File: src/rtl/quant_sched.sv
// quant_sched: round-robin job scheduler sharing one requantization engine
// among NUM_REQ tile requesters.
//
// Optional build macro: QUANT_SCHED_TIMEOUT_EN (adds the START/WAIT timeout
// counter and the err_o pulse; when undefined err_o is tied to 0).
//
// Ports:
//   clk          clock
//   reset        synchronous, active-high reset
//   req_i        per-requester job request (level)
//   scale_in_i   per-requester scale factor, requester k at [k*ACC_WIDTH +: ACC_WIDTH]
//   shift_in_i   per-requester shift amount, requester k at [k*8 +: 8]
//   grant_o      one-hot owner of the engine (0 in IDLE)
//   done_o       one-hot 1-cycle completion pulse
//   err_o        one-hot 1-cycle timeout pulse
//   busy_o       scheduler not idle
//   q_enable_o   engine enable (edge-detected by the engine)
//   q_scale_o    latched scale factor to the engine
//   q_shift_o    latched shift amount to the engine
//   q_sel_o      accumulator-mux select for the engine data input
//   q_valid_i    engine result valid
module quant_sched #(
  parameter int NUM_REQ        = 4,
  parameter int ACC_WIDTH      = 32,
  parameter int TIMEOUT_CYCLES = 1024
) (
  input  logic                         clk,
  input  logic                         reset,
  input  logic [NUM_REQ-1:0]           req_i,
  input  logic [NUM_REQ*ACC_WIDTH-1:0] scale_in_i,
  input  logic [NUM_REQ*8-1:0]         shift_in_i,
  output logic [NUM_REQ-1:0]           grant_o,
  output logic [NUM_REQ-1:0]           done_o,
  output logic [NUM_REQ-1:0]           err_o,
  output logic                         busy_o,
  output logic                         q_enable_o,
  output logic [ACC_WIDTH-1:0]         q_scale_o,
  output logic [7:0]                   q_shift_o,
  output logic [$clog2(NUM_REQ)-1:0]   q_sel_o,
  input  logic                         q_valid_i
);

  localparam int SEL_W = $clog2(NUM_REQ);

  typedef enum logic [1:0] {S_IDLE, S_START, S_WAIT, S_REL} state_e;

  state_e               state_q, state_d;
  logic [SEL_W-1:0]     last_q, last_d;
  logic [SEL_W-1:0]     sel_q, sel_d;
  logic [ACC_WIDTH-1:0] scale_q, scale_d;
  logic [7:0]           shift_q, shift_d;
  logic [NUM_REQ-1:0]   grant_q, grant_d;
  logic [NUM_REQ-1:0]   done_q, done_d;
  logic                 rel_q, rel_d;
  logic                 busy_q, en_q;

  logic                 found;
  logic [SEL_W-1:0]     win, cand;

`ifdef QUANT_SCHED_TIMEOUT_EN
  localparam int CNT_W = $clog2(TIMEOUT_CYCLES + 1);
  localparam logic [CNT_W-1:0] TO_LAST = CNT_W'(TIMEOUT_CYCLES - 1);
  logic [CNT_W-1:0]   cnt_q, cnt_d;
  logic [NUM_REQ-1:0] err_q, err_d;
`endif

  always_comb begin
    state_d = state_q;
    last_d  = last_q;
    sel_d   = sel_q;
    scale_d = scale_q;
    shift_d = shift_q;
    grant_d = grant_q;
    done_d  = '0;
    rel_d   = rel_q;
    found   = 1'b0;
    win     = '0;
    cand    = '0;
`ifdef QUANT_SCHED_TIMEOUT_EN
    cnt_d   = cnt_q;
    err_d   = '0;
`endif

    // Round-robin search starting just after the previous winner, so a
    // requester that keeps req high after done drops to lowest priority.
    for (int i = 1; i <= NUM_REQ; i++) begin
      cand = SEL_W'((int'(last_q) + i) % NUM_REQ);
      if (!found && req_i[cand]) begin
        found = 1'b1;
        win   = cand;
      end
    end

    case (state_q)
      S_IDLE: begin
        if (found) begin
          state_d = S_START;
          last_d  = win;
          sel_d   = win;
          scale_d = scale_in_i[int'(win)*ACC_WIDTH +: ACC_WIDTH];
          shift_d = shift_in_i[int'(win)*8 +: 8];
          grant_d = NUM_REQ'(1) << win;
`ifdef QUANT_SCHED_TIMEOUT_EN
          cnt_d   = '0;
`endif
        end
      end
      S_START, S_WAIT: begin
`ifdef QUANT_SCHED_TIMEOUT_EN
        cnt_d = cnt_q + 1'b1;
`endif
        // A valid in the same cycle as the timeout takes precedence.
        if (q_valid_i) begin
          done_d  = grant_q;
          state_d = S_REL;
          rel_d   = 1'b0;
        end
`ifdef QUANT_SCHED_TIMEOUT_EN
        else if (cnt_q == TO_LAST) begin
          err_d   = grant_q;
          state_d = S_REL;
          rel_d   = 1'b0;
        end
`endif
        else begin
          state_d = S_WAIT;
        end
      end
      S_REL: begin
        // Two cycles with enable low so the engine sees a clean falling edge.
        if (rel_q) begin
          state_d = S_IDLE;
          grant_d = '0;
        end else begin
          rel_d = 1'b1;
        end
      end
      default: state_d = S_IDLE;
    endcase
  end

  always_ff @(posedge clk) begin
    if (reset) begin
      state_q <= S_IDLE;
      last_q  <= SEL_W'(NUM_REQ - 1);
      sel_q   <= '0;
      scale_q <= '0;
      shift_q <= '0;
      grant_q <= '0;
      done_q  <= '0;
      rel_q   <= 1'b0;
      busy_q  <= 1'b0;
      en_q    <= 1'b0;
    end else begin
      state_q <= state_d;
      last_q  <= last_d;
      sel_q   <= sel_d;
      scale_q <= scale_d;
      shift_q <= shift_d;
      grant_q <= grant_d;
      done_q  <= done_d;
      rel_q   <= rel_d;
      busy_q  <= (state_d != S_IDLE);
      en_q    <= (state_d == S_START) || (state_d == S_WAIT);
    end
  end

`ifdef QUANT_SCHED_TIMEOUT_EN
  always_ff @(posedge clk) begin
    if (reset) begin
      cnt_q <= '0;
      err_q <= '0;
    end else begin
      cnt_q <= cnt_d;
      err_q <= err_d;
    end
  end
  assign err_o = err_q;
`else
  assign err_o = '0;
`endif

  assign grant_o    = grant_q;
  assign done_o     = done_q;
  assign busy_o     = busy_q;
  assign q_enable_o = en_q;
  assign q_scale_o  = scale_q;
  assign q_shift_o  = shift_q;
  assign q_sel_o    = sel_q;

endmodule
File: config.mk
export PLATFORM = sky130hd
export DESIGN_NAME = quant_sched
export DESIGN_NICKNAME = d
export VERILOG_FILES = /design/src/rtl/quant_sched.sv
export SDC_FILE = /design/constraint.sdc
export NUM_CORES = 1
export LEC_CHECK = 0
export CORE_ASPECT_RATIO = 1.5
export CORE_UTILIZATION = 33
export CTS_CLUSTER_SIZE = 12
export DETAILED_ROUTE_END_ITERATION = 8
export GPL_TIMING_DRIVEN = 1
export MAX_ROUTING_LAYER = met4
export PLACE_DENSITY_LB_ADDON = 0.15
export SYNTH_ARGS = -nofsm -noshare
export SYNTH_HDL_FRONTEND = slang
export SYNTH_SLANG_ARGS = --single-unit
File: constraint.sdc
create_clock -name clk -period 2.5 [get_ports clk]
set_clock_uncertainty 0.2 [all_clocks]
set_input_delay 0.75 -clock clk [delete_from_list [all_inputs] [get_ports clk]]
set_output_delay 0.75 -clock clk [all_outputs]
set_load 0.02 [all_outputs]
# After elaboration in Yosys (flattened, before gate mapping)
# Index checks and enable logic that the tools add are counted.
# op_classes
div_mod_pow	0
order_cmp	4
bitwise	2
shift	3
add_sub_neg	4
mul	0
n_reduce_logical	16
muxes	25
eq_ne	8
# ops
cell	count
128-bit by 8-bit indexed part select with 32-bit output	1
32-bit by 6-bit indexed part select with 8-bit output	1
2-bit by 3-bit less-than comparator with 1-bit output, second input constant	4
2-bit two-way mux	6
1-bit two-way mux	10
1-bit binary-select mux with 2-bit select	4
4-bit two-way mux	2
4-bit one-hot mux with 2 select lines	1
2-bit equality test, second input constant	3
2-bit != test, second input constant	3
2-bit one-hot mux with 3 select lines	1
2-bit nonzero test	3
2-bit by 1-bit adder with 2-bit output, second input constant	2
2-bit adder, second input constant	2
2-bit by 1-bit equality test with 1-bit output, second input constant	2
2-bit AND reduction	2
1-bit by 2-bit left shift with 4-bit output, first input constant	1
1-bit logical AND	3
1-bit zero test	3
3-bit AND reduction	1
3-bit OR reduction	1
2-bit zero test	1
1-bit inverter	2
1-bit one-hot mux with 2 select lines	1
2 further kinds	2
# word_totals
inputBits	167
latchBits	0
out_inout_bits	56
elab_cells	72
mem_bits_rw	0
n_memories	0
ff_bits	57
romBits	0

# Longest topological paths before layout
# logic_depth
word_depth	17
mapped_depth	9
ltp_nobuf	7

# Worst setup path after synthesis
# OpenSTA, ideal clock, no wires.
# synth_timing
path_type	input -> register
start	in req_i[0]
end	reg en_q (netlist: q_enable_o)
stages	8
n_path_buf	3
setup_time_ns	0.128
setup_slack_ns	-0.011
required_ns	2.172
arrival_ns	2.183
cell_sequence	buf_6 -> o41a_1 -> buf_2 -> buf_2 -> o22ai_1 -> o21a_1 -> ha_1 -> nor2b_1
# synth_between
elab_chain_cells	16
elab_cells_between_ends	23
# synth_rtl
item	line	rtl
start: declaration	29	input logic [NUM_REQ-1:0] req_i,
1-bit binary-select mux with 2-bit select	88	if (!found && req_i[cand]) begin
1-bit two-way mux (not written as such)	88	
1-bit two-way mux	88	
1-bit zero test	88	
1-bit logical AND	88	
1-bit two-way mux	88	
1-bit zero test	88	
1-bit logical AND	88	
1-bit two-way mux	88	
1-bit zero test	88	
1-bit logical AND	88	
1-bit two-way mux (*)	88	
2-bit two-way mux (*)	96	if (found) begin
2-bit one-hot mux with 3 select lines (*)	94	case (state_q)
2-bit by 1-bit equality test with 1-bit output / 2-bit equality test (equally long branches)	164	en_q <= (state_d == S_START) || (state_d == S_WAIT);
1-bit logical OR (*)	164	
end signal: assignment	164	
end: declaration	55	logic busy_q, en_q;
# Every way passes the cells marked *; elsewhere a longest branch is shown, timed or not. The select of a mux whose other input is x is not followed.
# A chain may end at the register's enable or synchronous reset.

# Worst setup path in the final report
# layout_timing
start	in req_i[0]
end	reg scale_q[4] (netlist: q_scale_o[4])
# layout_between
elab_chain_cells	13
elab_cells_between_ends	24
# layout_rtl
item	line	rtl
1-bit binary-select mux with 2-bit select	88	
1-bit two-way mux (not written as such)	88	
1-bit two-way mux	88	
1-bit zero test	88	
1-bit logical AND	88	
1-bit two-way mux	88	
1-bit zero test	88	
1-bit logical AND	88	
1-bit two-way mux	88	
1-bit zero test	88	
1-bit logical AND	88	
2-bit two-way mux / 1-bit two-way mux (equally long branches)	88	
128-bit by 8-bit indexed part select with 32-bit output / 2-bit AND reduction (equally long branches)	-	
end signal: assignment	158	scale_q <= scale_d;
end: declaration	50	logic [ACC_WIDTH-1:0] scale_q, scale_d;
# Parallel ways exist; a longest one is shown, timed or not. The select of a mux whose other input is x is not followed.

==> summary.md <==
| Metric | Value |
|---|---|
| Register bit total from synthesis | 57 |
| Headroom to the max-slew limit | 65.7% |
| Share of cells above drive strength 1 | 8.28% |
| Commonest non-fill, non-tap cells in the layout | 213 x clkdlybuf4s50_1, 88 x nor2_1, 76 x nand2_1 |
| PortBufs | 218 |
| Leak | 2.58 nW |
| Most common flop cell mapped by yosys | dfxtp_1 |
| CTS tree | yes |
| Synth Area per Inst | 7.81 µm² |
| Vias per inst | 5.02 |
| Finish-stage setup viols | 0 |
| Sink Count | 57 |
| Sw Share | 33.8% |
| H-tree levels | 3 |
| Share of the synthesized area in the top cell type | 32.7% |
| Grt ovf | 0 |
| Final design utilization | 62.1% |
| Peak supply drop | 0.374 mV |
| Fin crit period | 2340 ps |
| Starting Density | 34.3% |
| CP max FO | 25 |
| Mux cell area share after synthesis | 11.8% |
| P&R area growth vs syn | 81.2% |
| Net Switching | 1.66 mW |
| Max Root-Sink Buffers | 2 |
| Die Height | 128 µm |
| # DRC | 0 |
| First-pass GRT wire length | 19400 µm |
| Area leader, netlist | dfxtp_1 |
| Largest net degree at the start of global routing | 44 |
| Critical Path AT | 2370 ps |
| DP Wirelength | 9500 µm |
| Synth Cell Area | 0.00349 mm² |
| Synth Area in Compound Gates | 24.9% |
| Status | finished clean |
| Clk root buf | clkbuf_16 |
| Final Hold Vio Count | 0 |
| WS Path Type | input pin to flip-flop |
| Routed len/inst | 15.1 µm |
| Clk slew on worst S/H paths | 50 ps |
| Main combinational cell family by area after synthesis | compound AO/OA/AOI/OAI gates |
| Rows | 45 |
| Sequential cell area fraction in the yosys report | 32.7% |
| Core area | 0.0102 mm² |
| Post-synth EDFFs | 0 |
| Worst hold path type | flip-flop to flip-flop |
| Die Wd | 86.0 µm |
| Final worst-path cycle share | 93.7% |
| Vias | 4100 |
| Clock share of power | 27.5% |
| Adder-cell share of the synthesized area | 1.07% |
| Total global-route track usage | 23.5% |
| DIE AREA | 0.0110 mm² |
| Antenna violations before repair | 0 |
| Antenna Cells | 0 |
| Cts hold-fix bufs | 0 |
| WL final | 12300 µm |
| Fmax | 0.427 GHz |
| Num ports | 223 |
| Synth Area in Simple Gates | 21.3% |
| Setup crit end kind | flip-flop |
| Most common cell after layout, fill and taps aside | clkdlybuf4s50_1 |
| Cells after Synth | 447 |
| P_int | 3.26 mW |
| Num CTS Buffers | 9 |
| Least-Margin Pin Slew | 515 ps |
| Pwr per Cell Area | 778 mW/mm² |
| Drt pass-1 iters | 4 |
| Synth area leaders | dfxtp_1 33%, mux2i_1 12%, a221o_1 10% |
| DR iter-0 viols | 143 |
| Worst setup SP type | input pin |
| Vias in the first global route | 4156 |
| RSZ-0062 raised after global routing | no |
| Synth unique cells | 36 |
| Layout Nets | 842 |
| Post-synth ARST share | 0% |
| Logic pwr share | 46.9% |
| CP Data Required Time | 2530 ps |
| Post-DRT Antenna Nets | 0 |
| Final weighted congestion in routability-driven placement | 0.829 |
| Yosys warning count | 0 |
| Hold WS | 256 ps |
| Xor-xnor portion of the synthesized cell area | 0% |
| Skew-Pair Late Insertion Delay | 320 ps |
| Sequential power share | 25.6% |
| Max-Cap Viols | 0 |
| Fin. max-slew vios | 0 |
through the flow:
| stage | total power [mW] | setup TNS, ps | std cells | instance area [µm²] | setup slack, ps |
|---|---|---|---|---|---|
| 2_1_floorplan | 2.55 | 0 | 450 | 3520 | 12.4 |
| 3_3_place_gp | 3.54 | -16120 | 800 | 5980 | -415 |
| 3_5_place_dp | 3.58 | -17900 | 800 | 5980 | -423 |
| 4_1_cts | 4.98 | 0 | 817 | 6320 | 2.33 |
| 5_1_grt | 5.21 | 0 | 817 | 6330 | 117 |
| 6_report | 4.92 | 0 | 817 | 6330 | 158 |
routing by layer:
| metal | track usage (%) | up-vias | routed length, µm |
|---|---|---|---|
| li1 | - | 2026 | - |
| met1 | 22.6 | 1881 | 4480 |
| met2 | 43.7 | 166 | 6770 |
| met3 | 5.22 | 27 | 712 |
| met4 | 11.3 | 0 | 342 |
| met5 | - | - | 0 |
layout make-up:
| type | count | area (µm²) |
|---|---|---|
| sequential | 57 | 1140 |
| multi-input combinational | 345 | 2100 |
| clock buffer | 13 | 270 |
| inverter | 6 | 22.5 |
| tap | 141 | 176 |
| fill | 890 | 3860 |
| timing repair buffer | 253 | 2550 |
| clock inverter | 2 | 60.1 |
worst max-delay path: stages:
cell           delay [ps]
dlygate4sd2_1         320
buf_4                 190
o21ai_1                60
o21ai_1               160
a221oi_4              100
buf_4                 170
buf_12                160
or3_1                 360
o32ai_1               100
cell families after synthesis:
logic type / after synthesis
other cells: 1
fa+ha+maj: 3
buf+inv: 48
flops: 57
compound gates: 112
simple gates: 185
mux: 41
registers in the layout (all words and copies together) (netlist names):
signal	count
last_q	2
done_o	4
rel_q	1
q_enable_o	1
q_sel_o	2
busy_o	1
q_shift_o	8
q_scale_o	32
grant_o	4
state_q	2
power by group through the flow:
stage	logic [mW]	clock network, mW	registers, mW
after detailed placement	2.31	0	1.28
after CTS	2.33	1.38	1.26
final	2.31	1.35	1.26
after floorplan	1.06	0	1.50
after global placement	2.28	0	1.27
after global routing	2.50	1.43	1.28
Yosys cell counts, drive strengths merged (4+ instances only):
cell	instances
clkbuf	9
or3	5
nor2	89
a221o	35
o32ai	5
nand2	76
inv	6
a22oi	4
dfxtp	57
o21ai	43
and2	4
mux2i	41
nor2b	4
a21oi	5
a221oi	6
buf	33
what timing repair did:
item	4_1_cts	5_1_grt
endpoints found under the setup margin	45	38
pin swaps	2	0
gates resized for setup	5	1
setup buffers	2	0
worst paths after layout:
kind / start / to / slack, ps / cells after the start
worst max-delay path: req_i[0] / q_scale_o[4] / 160 / 9
worst min register to register: q_sel_o[1] / q_sel_o[1] / 260 / 2
worst max register to register: last_q[1] / q_scale_o[0] / 490 / 6
worst min-delay path: q_sel_o[1] / q_sel_o[1] / 260 / 2
Note: power is estimated with default switching activity, not from simulation.
